==> src/rtl/botoeira_pedestre.sv <==
// Pedestrian push-button front end: synchronizes and debounces the button and raises one crossing request per press.
// Optional served-request counter (num_pedidos) is enabled by defining BOTOEIRA_CONTADOR_EN.

module botoeira_pedestre #(
  parameter int unsigned DEBOUNCE_CYCLES = 4,
  parameter int unsigned HOLDOFF_CYCLES  = 20
) (
  input  logic       clk,
  input  logic       reset,
  input  logic       botao,
  input  logic       pedestre_2_verde,
  output logic       pedestre,
  output logic       aguarde
`ifdef BOTOEIRA_CONTADOR_EN
  ,
  output logic [7:0] num_pedidos
`endif
);

  // state    | meaning
  // IDLE     | waiting for the synchronized button to go high
  // DEBOUNCE | counting consecutive high samples
  // REQUEST  | request raised, waiting for the walk lamp
  // SERVING  | walk lamp on
  // HOLDOFF  | fixed quiet time after the crossing, button ignored
  // RELEASE  | waiting for the button to be let go
  typedef enum logic [2:0] {
    IDLE     = 3'd0,
    DEBOUNCE = 3'd1,
    REQUEST  = 3'd2,
    SERVING  = 3'd3,
    HOLDOFF  = 3'd4,
    RELEASE  = 3'd5
  } state_t;

  localparam logic [7:0] DEB_TC  = 8'(DEBOUNCE_CYCLES);
  localparam logic [7:0] HOLD_TC = 8'(HOLDOFF_CYCLES - 1);

  state_t     state, state_nxt;
  logic       botao_m, botao_s;
  logic [7:0] deb_cnt, deb_nxt;
  logic [7:0] hold_cnt, hold_nxt;
  logic       served;

  always_ff @(posedge clk) begin
    if (reset) begin
      botao_m <= 1'b0;
      botao_s <= 1'b0;
    end else begin
      botao_m <= botao;
      botao_s <= botao_m;
    end
  end

  always_ff @(posedge clk) begin
    if (reset) begin
      state    <= IDLE;
      deb_cnt  <= 8'd0;
      hold_cnt <= 8'd0;
      pedestre <= 1'b0;
      aguarde  <= 1'b0;
    end else begin
      state    <= state_nxt;
      deb_cnt  <= deb_nxt;
      hold_cnt <= hold_nxt;
      pedestre <= (state_nxt == REQUEST);
      aguarde  <= (state_nxt == REQUEST);
    end
  end

  always_comb begin
    state_nxt = state;
    deb_nxt   = deb_cnt;
    hold_nxt  = hold_cnt;
    served    = 1'b0;
    case (state)
      IDLE: begin
        if (botao_s) begin
          state_nxt = DEBOUNCE;
          deb_nxt   = 8'd1;
        end else begin
          deb_nxt = 8'd0;
        end
      end
      DEBOUNCE: begin
        if (!botao_s) begin
          state_nxt = IDLE;
          deb_nxt   = 8'd0;
        end else if (deb_cnt >= DEB_TC) begin
          deb_nxt = 8'd0;
          // Lamp already green: the pedestrian is served without a request.
          if (pedestre_2_verde) begin
            state_nxt = SERVING;
            served    = 1'b1;
          end else begin
            state_nxt = REQUEST;
          end
        end else begin
          deb_nxt = deb_cnt + 8'd1;
        end
      end
      REQUEST: begin
        if (pedestre_2_verde) begin
          state_nxt = SERVING;
          served    = 1'b1;
        end
      end
      SERVING: begin
        if (!pedestre_2_verde) begin
          state_nxt = HOLDOFF;
          hold_nxt  = 8'd0;
        end
      end
      HOLDOFF: begin
        if (hold_cnt >= HOLD_TC) begin
          state_nxt = RELEASE;
          hold_nxt  = 8'd0;
        end else begin
          hold_nxt = hold_cnt + 8'd1;
        end
      end
      RELEASE: begin
        // A held button must be released before another request can start.
        if (!botao_s) state_nxt = IDLE;
      end
      default: begin
        state_nxt = IDLE;
        deb_nxt   = 8'd0;
        hold_nxt  = 8'd0;
      end
    endcase
  end

`ifdef BOTOEIRA_CONTADOR_EN
  always_ff @(posedge clk) begin
    if (reset) begin
      num_pedidos <= 8'd0;
    end else if (served && (num_pedidos != 8'hFF)) begin
      num_pedidos <= num_pedidos + 8'd1;
    end
  end
`else
  logic unused_served;
  assign unused_served = served;
`endif

endmodule

==> config.mk <==
export PLATFORM = sky130hd
export DESIGN_NAME = botoeira_pedestre
export DESIGN_NICKNAME = d
export VERILOG_FILES = /design/src/rtl/botoeira_pedestre.sv
export SDC_FILE = /design/constraint.sdc
export NUM_CORES = 1
export LEC_CHECK = 0
export ABC_CLOCK_PERIOD_IN_PS = 1500
export CORE_ASPECT_RATIO = 0.8
export CORE_MARGIN = 2
export CORE_UTILIZATION = 51
export CTS_CLUSTER_SIZE = 14
export DETAILED_ROUTE_END_ITERATION = 12
export PLACE_DENSITY = 0.74
export SLEW_MARGIN = 15
export SYNTH_ARGS = -nofsm -noshare
export SYNTH_HDL_FRONTEND = slang
export SYNTH_SLANG_ARGS = --single-unit
==> constraint.sdc <==
create_clock -name clk -period 1.5 [get_ports clk]
set_clock_uncertainty 0.15 [all_clocks]
set_input_delay 0.45 -clock clk [delete_from_list [all_inputs] [get_ports clk]]
set_output_delay 0.45 -clock clk [all_outputs]
set_load 0.05 [all_outputs]
==> flow_summary.ini <==
[placed_design]
pre_cts_slack_ps = -459.3
placed_area_sq_mm = 0.001275
dpl.hpwl_um = 1667
gp_congestion = 0.7781
placed_cells = 162
numPortBuffers = 5

[worst_setup_path]
critPathMaxFanout = 5
startpoint_type = flop
crit_chain = or3b_4 > nor3_4 > buf_6 > nand3_2 > a31oi_1
crit_arrival_ps = 1730
worst_path_largest_cell_delay_ps = 430
slowest_stage = or3b_4
crit_type = flop to flop
required_ps = 1600
crit_path_end_kind = flop

[pwr]
power.internal_mw = 0.8801
p_sw_mw = 0.2163
p_seq_share_pct = 53.9
ir_worst_vdd_uv = 881.2
p_sw_share_pct = 19.73
p_leak_nw = 0.6019
power_density_mw_per_mm2 = 730.3
power_mw = 1.096
p_clk_share_pct = 42.2
p_comb_share_pct = 3.9

[global_routing]
grtUsageMet3_pct = 7.241
grt_usage_pct = 23.45
grtUsageMet1_pct = 31.76
grt_pass1_wl_um = 3891
grt_max_degree = 15
gr-usage-met2_pct = 34.88
grt_overflow = 0
gr-max-usage-layer = met2
grt_pass1_vias = 906
grt_antenna_before_repair = 0

[finish]
finalInstanceArea_sq_mm = 0.001501
layout.cells.non_filler = 170
fin_util_pct = 80.11
nets = 154
antenna_cells = 0
syn2layout_area_growth_pct = 47.60
drive_gt1_share_pct = 45.21

[yosys]
netlist_instances = 114
synth_nets = 121
netlist_area_sq_mm = 0.001017
syn-mean-instance-area_sq_um = 8.923
netlist.area_leader.share_pct = 43.30
synth_seq_cells = 22
ys_types = 40
synth_area_leaders = dfxtp_1 43%, nor2_1 5.5%, ha_1 3.7%
ys_warn_count = 0
yosysSeqAreaShare_pct = 43.30
netlist.top_cell.by_area = dfxtp_1

[die]
coreArea_sq_mm = 0.001874
die_y_um = 43.95
die_width_um = 53.93
rows = 14
io-pin-count = 6
start_util_pct = 54.27
dieArea_sq_mm = 0.002370

[sta]
rsz0062_at_grt = yes
period_needed_ps = 1624
worst_pin_slew_ps = 300.4
finalSetupTns_ps = -510.2
fin_hold_ws_ps = 312.2
fin_ws_ps = -124.2
max_freq_ghz = 0.6157
hold_viol = 0
relSlewSlack_pct = 79.97
slew_violations = 0
setup_violations = 7
fin_crit_sh_pct = 108.3

[clock_network]
clock_path_buffers = 2
cts_buffers = 3
cts_tree = done
ctsHtreeMaxLevel = 1
clk_latency_ps = 320
cts_sinks = 22
path_clk_slew_ps = 130
cts_root_buffer = clkbuf_4
cts_hold_buf = 0

[route]
num_vias = 941
drt-total-wl_um = 2492
routedWlPerCell_um = 14.66
vias_per_cell = 5.535
drt_first_iter_violations = 25
drt_pass1_iterations = 4
ant_nets = 0
drc = 0

[run_status]
status = finished with violations
violations = negative setup slack

[min_path]
hp-class = flop to flop

[flow_run]
max_cap_violations = 0
-- path summary, 6_finish.rpt --
path                                     startpoint                        to  slack, ps  depth (start not counted)
worst max-delay path            state[0]$_SDFF_PP0_  hold_cnt[3]$_SDFFE_PP0P_       -120                          5
worst min-delay path             botao_m$_SDFF_PP0_        botao_s$_SDFF_PP0_        310                          1
worst max register to register  state[0]$_SDFF_PP0_  hold_cnt[3]$_SDFFE_PP0P_       -120                          5
worst min register to register   botao_m$_SDFF_PP0_        botao_s$_SDFF_PP0_        310                          1
-- layout by cell type (no fill, tap or decap), drive strengths merged, types with 2 or more instances in the layout --
master / Yosys / layout
a21oi: 3 / 3
a22oi: 2 / 2
a31oi: 4 / 4
a32oi: 3 / 3
and3: 4 / 4
buf: 3 / 30
clkbuf: 2 / 3
clkdlybuf4s50: 0 / 2
dfxtp: 22 / 22
ha: 3 / 3
inv: 7 / 7
nand2: 6 / 6
nand2b: 2 / 2
nand3: 5 / 5
nand3b: 4 / 4
nor2: 15 / 15
nor2b: 4 / 4
nor3: 5 / 5
-- power groups by stage --
stage               clock (mW)  sequential (mW)  combinational (mW)
finish                   0.463            0.591              0.0425
global route             0.495            0.592              0.0461
CTS                      0.478            0.591              0.0373
detailed placement           0            0.604              0.0359
global placement             0            0.604              0.0344
floorplan                    0            0.603              0.0161
-- Yosys cell counts --
cell      number
dfxtp_1       22
nor2_1        15
inv_1          7
nand2_1        6
nand3_1        5
a31oi_1        4
and3_1         4
nand3b_1       4
nor2b_1        4
nor3_1         4
a21oi_1        3
a32oi_1        3
ha_1           3
a22oi_1        2
clkbuf_1       2
nand2b_1       2
a211oi_1       1
a31o_2         1
and2b_1        1
and4_1         1
buf_2          1
buf_4          1
buf_6          1
mux2i_1        1
nand4_1        1
nor3_4         1
nor4_1         1
nor4b_1        1
o211a_1        1
o21ba_2        1
o221a_2        1
o22a_1         1
o22ai_1        1
o31a_1         1
o31ai_1        1
or2_2          1
or3_1          1
or3b_4         1
xnor2_1        1
xor2_1         1
-- state kept, by name (all words and copies together), names as in the netlist --
name	flops
hold_cnt	8
state	3
aguarde	1
botao_m	1
botao_s	1
deb_cnt	8
-- critical path, delay by kind of cell, from the launching register on --
kind | cells | cell delay (ps)
flops | 1 | 370
compound gates | 1 | 180
simple gates | 3 | 710
buf+inv | 1 | 150
-- layout make-up --
cell class                      instances  area [sq um]
Inverter                                7         26.28
Clock inverter                          1         30.03
Timing Repair Buffer                   33         297.8
Multi-Input combinational cell         80         644.4
Clock buffer                            3         22.52
Sequential cell                        22         450.4
Fill cell                             112         372.9
Tap cell                               24         30.03
-- cells by family after synthesis --
kind of cell,count (synthesis),synth area share (%)
simple gates,53,28.91
flops,22,43.30
compound gates,21,15.74
buf+inv,12,5.659
fa+ha+maj,3,3.690
xor+xnor,2,1.722
mux,1,0.9840
-- repair_timing --
item / 4_1_cts / 5_1_grt
pin swaps: 6 / 9
setup endpoints to repair: 14 / 16
gates cloned: 1 / 0
gates resized for setup: 11 / 23
endpoints found under the hold margin: 0 / 0
setup buffers: 2 / 1
-- per-layer routing --
metal / vias to the layer above / wire length [um]
li1: 471 / -
met3: 9 / 94
met2: 19 / 1130
met1: 442 / 1208
met5: - / 0
met4: 0 / 58
Note: power is estimated with default switching activity, not from simulation.
